--- src/rtl/carbon_fabric_arbiter.sv ---
// Round-robin arbiter that shares one fabric master port among N_REQ bring-up masters.
// One transaction is in flight at a time. A missing response produces a synthesised error response.
module carbon_fabric_arbiter #(
    parameter int N_REQ          = 2,
    parameter int ADDR_W         = 32,
    parameter int DATA_W         = 32,
    parameter int OP_W           = 8,
    parameter int SIZE_W         = 2,
    parameter int ATTR_W         = 8,
    parameter int ID_W           = 4,
    parameter int CODE_W         = 4,
    parameter int TIMEOUT_CYCLES = 1024,
    parameter logic [CODE_W-1:0] TIMEOUT_CODE = 4'hF
) (
    input  logic                       clk,
    input  logic                       rst,
    input  logic [N_REQ-1:0]           s_req_valid,
    output logic [N_REQ-1:0]           s_req_ready,
    input  logic [N_REQ*OP_W-1:0]      s_req_op,
    input  logic [N_REQ*ADDR_W-1:0]    s_req_addr,
    input  logic [N_REQ*DATA_W-1:0]    s_req_wdata,
    input  logic [N_REQ*DATA_W/8-1:0]  s_req_wstrb,
    input  logic [N_REQ*SIZE_W-1:0]    s_req_size,
    input  logic [N_REQ*ATTR_W-1:0]    s_req_attr,
    input  logic [N_REQ*ID_W-1:0]      s_req_id,
    output logic [N_REQ-1:0]           s_rsp_valid,
    input  logic [N_REQ-1:0]           s_rsp_ready,
    output logic [DATA_W-1:0]          s_rsp_rdata,
    output logic [CODE_W-1:0]          s_rsp_code,
    output logic [ID_W-1:0]            s_rsp_id,
    output logic                       m_req_valid,
    input  logic                       m_req_ready,
    output logic [OP_W-1:0]            m_req_op,
    output logic [ADDR_W-1:0]          m_req_addr,
    output logic [DATA_W-1:0]          m_req_wdata,
    output logic [DATA_W/8-1:0]        m_req_wstrb,
    output logic [SIZE_W-1:0]          m_req_size,
    output logic [ATTR_W-1:0]          m_req_attr,
    output logic [ID_W-1:0]            m_req_id,
    input  logic                       m_rsp_valid,
    output logic                       m_rsp_ready,
    input  logic [DATA_W-1:0]          m_rsp_rdata,
    input  logic [CODE_W-1:0]          m_rsp_code,
    input  logic [ID_W-1:0]            m_rsp_id,
    output logic                       busy,
    input  logic                       stat_clr,
    output logic                       timeout_sticky,
    output logic                       stray_sticky,
    output logic [1:0]                 state_dbg
);
    // Handshake: a transfer happens on a cycle where valid and ready are both high at the rising edge.
    // A valid, once raised, should hold with a stable payload until it transfers.
    localparam int STRB_W   = DATA_W / 8;
    localparam int OW       = (N_REQ > 1) ? $clog2(N_REQ) : 1;
    localparam int CNT_W    = (TIMEOUT_CYCLES > 1) ? $clog2(TIMEOUT_CYCLES) : 1;
    localparam logic [CNT_W-1:0] CNT_LAST = CNT_W'((TIMEOUT_CYCLES > 0) ? TIMEOUT_CYCLES - 1 : 0);

    if (N_REQ < 2 || N_REQ > 8) begin : g_bad_nreq
        $error("carbon_fabric_arbiter: N_REQ must be within 2..8");
    end
    if (N_REQ > (1 << ID_W)) begin : g_bad_idw
        $error("carbon_fabric_arbiter: owner index does not fit in ID_W");
    end

    typedef enum logic [1:0] {ST_IDLE, ST_REQ, ST_RSP, ST_ERR} state_t;

    state_t            state;
    logic [OW-1:0]     rr_ptr;
    logic [OW-1:0]     owner;
    logic [OW-1:0]     next_ptr;
    logic [CNT_W-1:0]  cnt;
    logic [ID_W-1:0]   saved_id;
    logic [ID_W-1:0]   sel_id;

    // The downstream ID is only the owner index. The requester's own ID is restored from saved_id.
    logic unused_m_rsp_id;
    assign unused_m_rsp_id = ^m_rsp_id;

    // Search from ptr upward with wrap-around. The loop runs in reverse so that the closest valid requester wins.
    function automatic logic [OW-1:0] rr_pick(input logic [N_REQ-1:0] v, input logic [OW-1:0] ptr);
        logic [OW-1:0] sel;
        int            idx;
        sel = ptr;
        for (int k = N_REQ - 1; k >= 0; k--) begin
            idx = (int'(ptr) + k) % N_REQ;
            if (v[idx]) sel = OW'(idx);
        end
        return sel;
    endfunction

    assign next_ptr  = (owner == OW'(N_REQ - 1)) ? '0 : owner + OW'(1);
    assign busy      = (state != ST_IDLE);
    assign state_dbg = state;

    always_comb begin
        m_req_op    = s_req_op[int'(owner)*OP_W +: OP_W];
        m_req_addr  = s_req_addr[int'(owner)*ADDR_W +: ADDR_W];
        m_req_wdata = s_req_wdata[int'(owner)*DATA_W +: DATA_W];
        m_req_wstrb = s_req_wstrb[int'(owner)*STRB_W +: STRB_W];
        m_req_size  = s_req_size[int'(owner)*SIZE_W +: SIZE_W];
        m_req_attr  = s_req_attr[int'(owner)*ATTR_W +: ATTR_W];
        m_req_id    = ID_W'(owner);
        sel_id      = s_req_id[int'(owner)*ID_W +: ID_W];
        m_req_valid = 1'b0;
        s_req_ready = '0;
        s_rsp_valid = '0;
        s_rsp_rdata = m_rsp_rdata;
        s_rsp_code  = m_rsp_code;
        s_rsp_id    = saved_id;
        m_rsp_ready = 1'b1;
        case (state)
            ST_REQ: begin
                m_req_valid        = s_req_valid[owner];
                s_req_ready[owner] = m_req_ready;
            end
            ST_RSP: begin
                m_rsp_ready        = s_rsp_ready[owner];
                s_rsp_valid[owner] = m_rsp_valid;
            end
            ST_ERR: begin
                s_rsp_valid[owner] = 1'b1;
                s_rsp_rdata        = '0;
                s_rsp_code         = TIMEOUT_CODE;
            end
            default: ;
        endcase
    end

    always_ff @(posedge clk) begin
        if (rst) begin
            state          <= ST_IDLE;
            rr_ptr         <= '0;
            owner          <= '0;
            cnt            <= '0;
            saved_id       <= '0;
            timeout_sticky <= 1'b0;
            stray_sticky   <= 1'b0;
        end else begin
            if (stat_clr) begin
                timeout_sticky <= 1'b0;
                stray_sticky   <= 1'b0;
            end
            // Outside ST_RSP, m_rsp_ready is high, so any response here is consumed and dropped.
            if (state != ST_RSP && m_rsp_valid) stray_sticky <= 1'b1;
            case (state)
                ST_IDLE: begin
                    if (|s_req_valid) begin
                        owner <= rr_pick(s_req_valid, rr_ptr);
                        state <= ST_REQ;
                    end
                end
                ST_REQ: begin
                    if (!s_req_valid[owner]) begin
                        state <= ST_IDLE;
                    end else if (m_req_ready) begin
                        saved_id <= sel_id;
                        cnt      <= '0;
                        state    <= ST_RSP;
                    end
                end
                ST_RSP: begin
                    if (m_rsp_valid && s_rsp_ready[owner]) begin
                        rr_ptr <= next_ptr;
                        state  <= ST_IDLE;
                    end else if (TIMEOUT_CYCLES != 0) begin
                        // A response that is pending at the terminal count holds off the timeout until it is accepted.
                        if (cnt == CNT_LAST) begin
                            if (!m_rsp_valid) begin
                                timeout_sticky <= 1'b1;
                                state          <= ST_ERR;
                            end
                        end else begin
                            cnt <= cnt + CNT_W'(1);
                        end
                    end
                end
                ST_ERR: begin
                    if (s_rsp_ready[owner]) begin
                        rr_ptr <= next_ptr;
                        state  <= ST_IDLE;
                    end
                end
                default: state <= ST_IDLE;
            endcase
        end
    end
endmodule

--- config.mk ---
export PLATFORM = sky130hd
export DESIGN_NAME = carbon_fabric_arbiter
export DESIGN_NICKNAME = d
export VERILOG_FILES = /design/src/rtl/carbon_fabric_arbiter.sv
export SDC_FILE = /design/constraint.sdc
export NUM_CORES = 1
export LEC_CHECK = 0
export CAP_MARGIN = 20
export CORE_AREA = 3 3 141 143
export CTS_CLUSTER_DIAMETER = 50
export DETAILED_ROUTE_END_ITERATION = 16
export DIE_AREA = 0 0 144 146
export GPL_ROUTABILITY_DRIVEN = 1
export SLEW_MARGIN = 20
export SYNTH_ARGS = -nofsm -noshare
export SYNTH_HDL_FRONTEND = slang
export SYNTH_SLANG_ARGS = --single-unit
--- constraint.sdc ---
create_clock -name clk -period 2.15 [get_ports clk]
set_clock_uncertainty 0.2 [all_clocks]
set_input_delay 0.3225 -clock clk [delete_from_list [all_inputs] [get_ports clk]]
set_output_delay 0.3225 -clock clk [all_outputs]
set_load 0.03 [all_outputs]
# == Yosys cells after proc, flatten, opt, wreduce, memory -nomap -nowiden ==
# Cells that the tools add are included.
# Widths: inputs -> output; s select.
# op_classes
add_sub_neg,3
magnitude_cmp,4
eq_ne,15
shift,7
muxes,43
bitwise,3
n_reduce_logical,14
# op_table
op,n
$shiftx 64x7->32,2
$mux 10,4
$mux 32,1
$shiftx 16x5->8,2
$mux 1,24
$pmux 10 s2,1
$mux 2,8
$ne 2x2->1 const B,8
$shiftx 8x4->4,2
$add 10x1->10 const B,1
$eq 10x10->1 const B,1
$reduce_and 5->1,2
$ne 3x3->1 const B,3
$pmux 2 s4,1
$reduce_bool 2->1,4
$reduce_and 3->1,2
$and 2x2->2,2
$eq 2x2->1 const B,2
$lt 1x2->1 const B,2
$mux 4,1
$pmux 2 s2,1
$shiftx 4x3->2,1
$logic_and 1x1->1,3
$lt 2x3->1 const B,1
other kinds (9),10
# totals
reg_bits,20
output_inout_bits,141

# == Longest topological paths before layout ==
# depth
word_depth,7
ltp_mapped,8
depth_no_buf,6

# == Worst setup path before layout ==
# No wires, ideal clock.
# synth_path
path_type,reg-to-reg
start,reg state[0] (netlist: state_dbg[0])
end,reg cnt[6]
arrival_time_ps,1846
t_required_ps,1880
path_slack_ps,34
stages_incl_launch_ff,8
path_buffers,1
synth_period_minus_slack_ps,2116
cell_sequence,dfxtp_1 > buf_2 > nor2b_1 > nand2_1 > inv_1 > o221ai_1 > or3_1 > a21oi_1
# synth_between
elab_chain_cells,3
elab_cells_between_ends,9
# synth_lines
element,line,rtl
"start, declared",67,state_t state;
"start signal, assigned",131,state <= ST_IDLE;
"start signal, assigned",149,state <= ST_REQ;
"start signal, assigned",154,state <= ST_IDLE;
$eq 2x2->1 or $eq 2x1->1 (tied branches),145,case (state)
$ne 2x2->1 (no source line) or $reduce_bool 2->1 (tied branches),n/a,
$reduce_and 5->1 (no source line),n/a,
"end signal, assigned",173,cnt <= cnt + CNT_W'(1);
"end, declared",71,logic [CNT_W-1:0] cnt;
# Parallel ways exist; a longest one is shown, timed or not.
# A chain may end at the register's enable or synchronous reset.

# == Worst setup path in the final report ==
# layout_path
start,reg owner
end,out m_req_addr[21]
# layout_between
elab_chain_cells,1
# layout_lines
element,line,rtl
"start, declared",69,logic [OW-1:0] owner;
"start signal, assigned",148,"owner <= rr_pick(s_req_valid, rr_ptr);"
$shiftx 64x7->32,97,m_req_addr = s_req_addr[int'(owner)*ADDR_W +: ADDR_W];
"end, declared",34,"output logic [ADDR_W-1:0] m_req_addr,"
# Every way passes these cells.

==> results.txt <==
CTS tree: yes
CORE AREA: 18700 µm²
Initial Util: 0.127
Switch Pwr: 1.20 mW
H-tree Lvls: 1
Core Util, Final: 0.348
antenna violations before repair: 1
grt ovf: 0
met3 Use GR: 0.0332
Post-synth top flop: dfxtp_1
root buf cell: clkbuf_16
share of total power in the clock network: 0.146
vias per cell: 3.89
die area: 21000 µm²
FF-to-FF path depth: 6
Adder-Cell Fraction of Synth Area: 0.00525
RR Startpoint: owner$_SDFFE_PP0P_
clk_lat worst skew: 0.25 ns
Crit path max-delay family: buffers and inverters
Crit Path Max Fanout: 27
Wirelength per Cell: 17.0 µm
Via Count: 3395
multiplexer share of the synthesized area: 0.447
Post-Synthesis Cell Area: 2380 µm²
Crit path arrival time: 1.58 ns
post-route ant nets: 0
EDFF count, synth: 0
endpoints failing hold: 0
unrepaired setup endpoints after global routing: true
Longest Clk Path Bufs: 2
DP Worst Slack: -0.0682 ns
Chip Width: 144 µm
Final Cycle Share: 0.979
commonest non-fill, non-tap cells in the layout: clkdlybuf4s50_1 (232), mux2_2 (86), buf_4 (63), dlygate4sd2_1 (57), and2_1 (34)
power per cell area: 453 nW/µm²
final instance area: 6500 µm²
largest family of logic cells by synthesized area: multiplexers
WP buf/inv: 2
Synth Area in Simple Gates: 0.210
final setup margin: 0.0445 ns
worst setup path class: reg2out
Yosys reg bits: 20
Max-Cap Viols: 0
Reg-to-Reg End: cnt[6]$_SDFFE_PP0P_
met2 GRT Util: 0.222
power share of the combinational group: 0.714
Yosys top cell area share: 0.411
crit end category: output port
HPWL after DPL: 12800 µm
max incr delay on CP: 0.41 ns
IO Pins: 370
P_leak: 2.62 nW
number of diodes: 0
dpl cell area: 6440 µm²
cells after synthesis: 272
hold_buf cts: 0
Reg clk slew, reported paths: 0.06 ns
Overall Global Routing Usage: 0.123
Synth Area in XOR/XNOR: 0.00367
maximum clock rate: 475 MHz
fin nets: 870
Yosys cell types: 43
clk sinks: 20
Sw Share: 0.409
YS warnings: 0
Die Y: 146 µm
Async S/R FF share, synth: 0
most common cell after layout, fill and taps aside: clkdlybuf4s50_1
busiest layer in global routing: met2
Worst Hold End: cnt[1]$_SDFFE_PP0P_
share of cells above drive strength 1: 0.300
Pins Over Slew Limit: 0
complex-gate fraction of the synthesized area: 0.107
Cell Chain, Critical Path: buf_12 -> mux2_2 -> dlygate4sd2_1
Synth area leaders: mux2_2 (41%), dfxtp_1 (17%), and2_1 (8.9%), mux2i_1 (2.9%), a21oi_1 (2.5%)
Period minus WS final: 2.11 ns
final-layout fill cell count: 1953
Mean Syn Cell Area: 8.76 µm²
GRT met1 Usage: 0.154
critical path startpoint category: flip-flop
Post-route DRC: 0
Max IR drop VDD: 0.395 mV
Seq pwr share: 0.140
largest net degree at the start of global routing: 37
Final TNS setup: 0 ns
1st-iter DRT viols: 59
drt first pass iters: 4
crit path max-delay cell type: dfxtp_4
Worst Hold Path Cells: 2
P_int: 1.74 mW
cell taking the most area after synthesis: mux2_2
Worst Hold Class: reg2reg
worst reg2reg setup slack: 0.10 ns
port bufs: 362
total wire length: 14900 µm
sequential-to-total area share from yosys stat: 0.168
TritonCTS buffer count: 3
Worst Min Path Start: cnt[1]$_SDFFE_PP0P_
Crit path required time: 1.63 ns
outcome: finished clean
RePlAce Congestion: 0.778
first-pass GRT wire length: 20100 µm
# rows: 50
synth-to-layout area growth: 173%
number of global-route vias before repair: 3357
Setup-failing EPs final: 0
[metal layers]
metal,share of wire,vias to the layer above
met5,0.0011,-
met4,0.00040,2
met3,0.080,4
met2,0.49,161
met1,0.43,1527
li1,-,1701
[tightest hold or removal path, stage by stage (launching register included)]
cell,delay (ns)
dfxtp_1,0.33
nand2_1,0.06
a21oi_1,0.05
[power by group through the flow]
stage	Clock, mW	Combinational (mW)	Sequential [mW]
after detailed placement	0	2.17	0.421
after global placement	0	2.18	0.421
final	0.430	2.10	0.413
after global routing	0.459	2.22	0.416
after CTS	0.446	2.10	0.412
after floorplan	0	1.05	0.446
[cells in the mapped netlist (2+ instances only)]
library cell,number
nand3_1,3
o21a_1,2
inv_1,5
o21ai_0,9
a211oi_1,4
a21oi_2,2
dfxtp_1,20
nand2b_1,8
mux2i_1,7
nand2_1,8
or3_1,7
nor2_1,13
and2_1,34
and3_1,3
mux2_2,87
buf_1,3
buf_2,2
nor2b_1,3
a21oi_1,12
buf_6,2
nor3_1,2
buf_4,4
clkbuf_1,12
[through the flow]
stage | power [mW] | hold slack (ns) | cells
3_3_place_gp | 2.60 | 0.270 | 867
2_1_floorplan | 1.50 | 0.195 | 274
6_report | 2.94 | 0.290 | 873
3_5_place_dp | 2.60 | 0.288 | 867
5_1_grt | 3.09 | 0.319 | 873
4_1_cts | 2.96 | 0.297 | 871
[worst max-delay path by stage]
stage | startpoint | end | slack [ns] | depth (start not counted)
after floorplan | state_dbg[0]$_SDFFE_PP0P_ | cnt[6]$_SDFFE_PP0P_ | 0.03 | 7
after global placement | s_rsp_ready[0] | cnt[6]$_SDFFE_PP0P_ | -0.08 | 6
after detailed placement | s_rsp_ready[0] | cnt[6]$_SDFFE_PP0P_ | -0.07 | 6
after CTS | owner$_SDFFE_PP0P_ | m_req_op[6] | -0.002 | 3
after global routing | owner$_SDFFE_PP0P_ | m_req_valid | -0.003 | 6
final | owner$_SDFFE_PP0P_ | m_req_addr[21] | 0.04 | 3
[flip-flops by register name, indices dropped and copies added, names as in the netlist]
name and flops:
stray_sticky 1, rr_ptr 1, timeout_sticky 1, s_rsp_id 4
state_dbg 2, cnt 10, owner 1
[final cells by class]
cell class / instances / area [µm²] / area share
multi-input cells: 226 / 1880 / 0.289
repair buffers: 384 / 3820 / 0.588
clock buffers: 4 / 88.8 / 0.0137
inverters: 5 / 18.8 / 0.00289
flip-flops and latches: 20 / 404 / 0.0621
well taps: 234 / 293 / 0.0450
[kinds of logic after synthesis]
kind of cell    count (synthesis)
mux                            95
simple gates                   87
compound gates                 39
buf+inv                        28
flops                          20
fa+ha+maj                       1
other cells                     1
xor+xnor                        1
[what timing repair did]
action | 4_1_cts | 5_1_grt
pin swaps | 0 | 0
buffers inserted | 0 | 1
setup endpoints to repair | 65 | 28
gates resized for setup | 72 | 12
gates cloned | 0 | 1
Note: power is estimated with default switching activity, not from simulation.
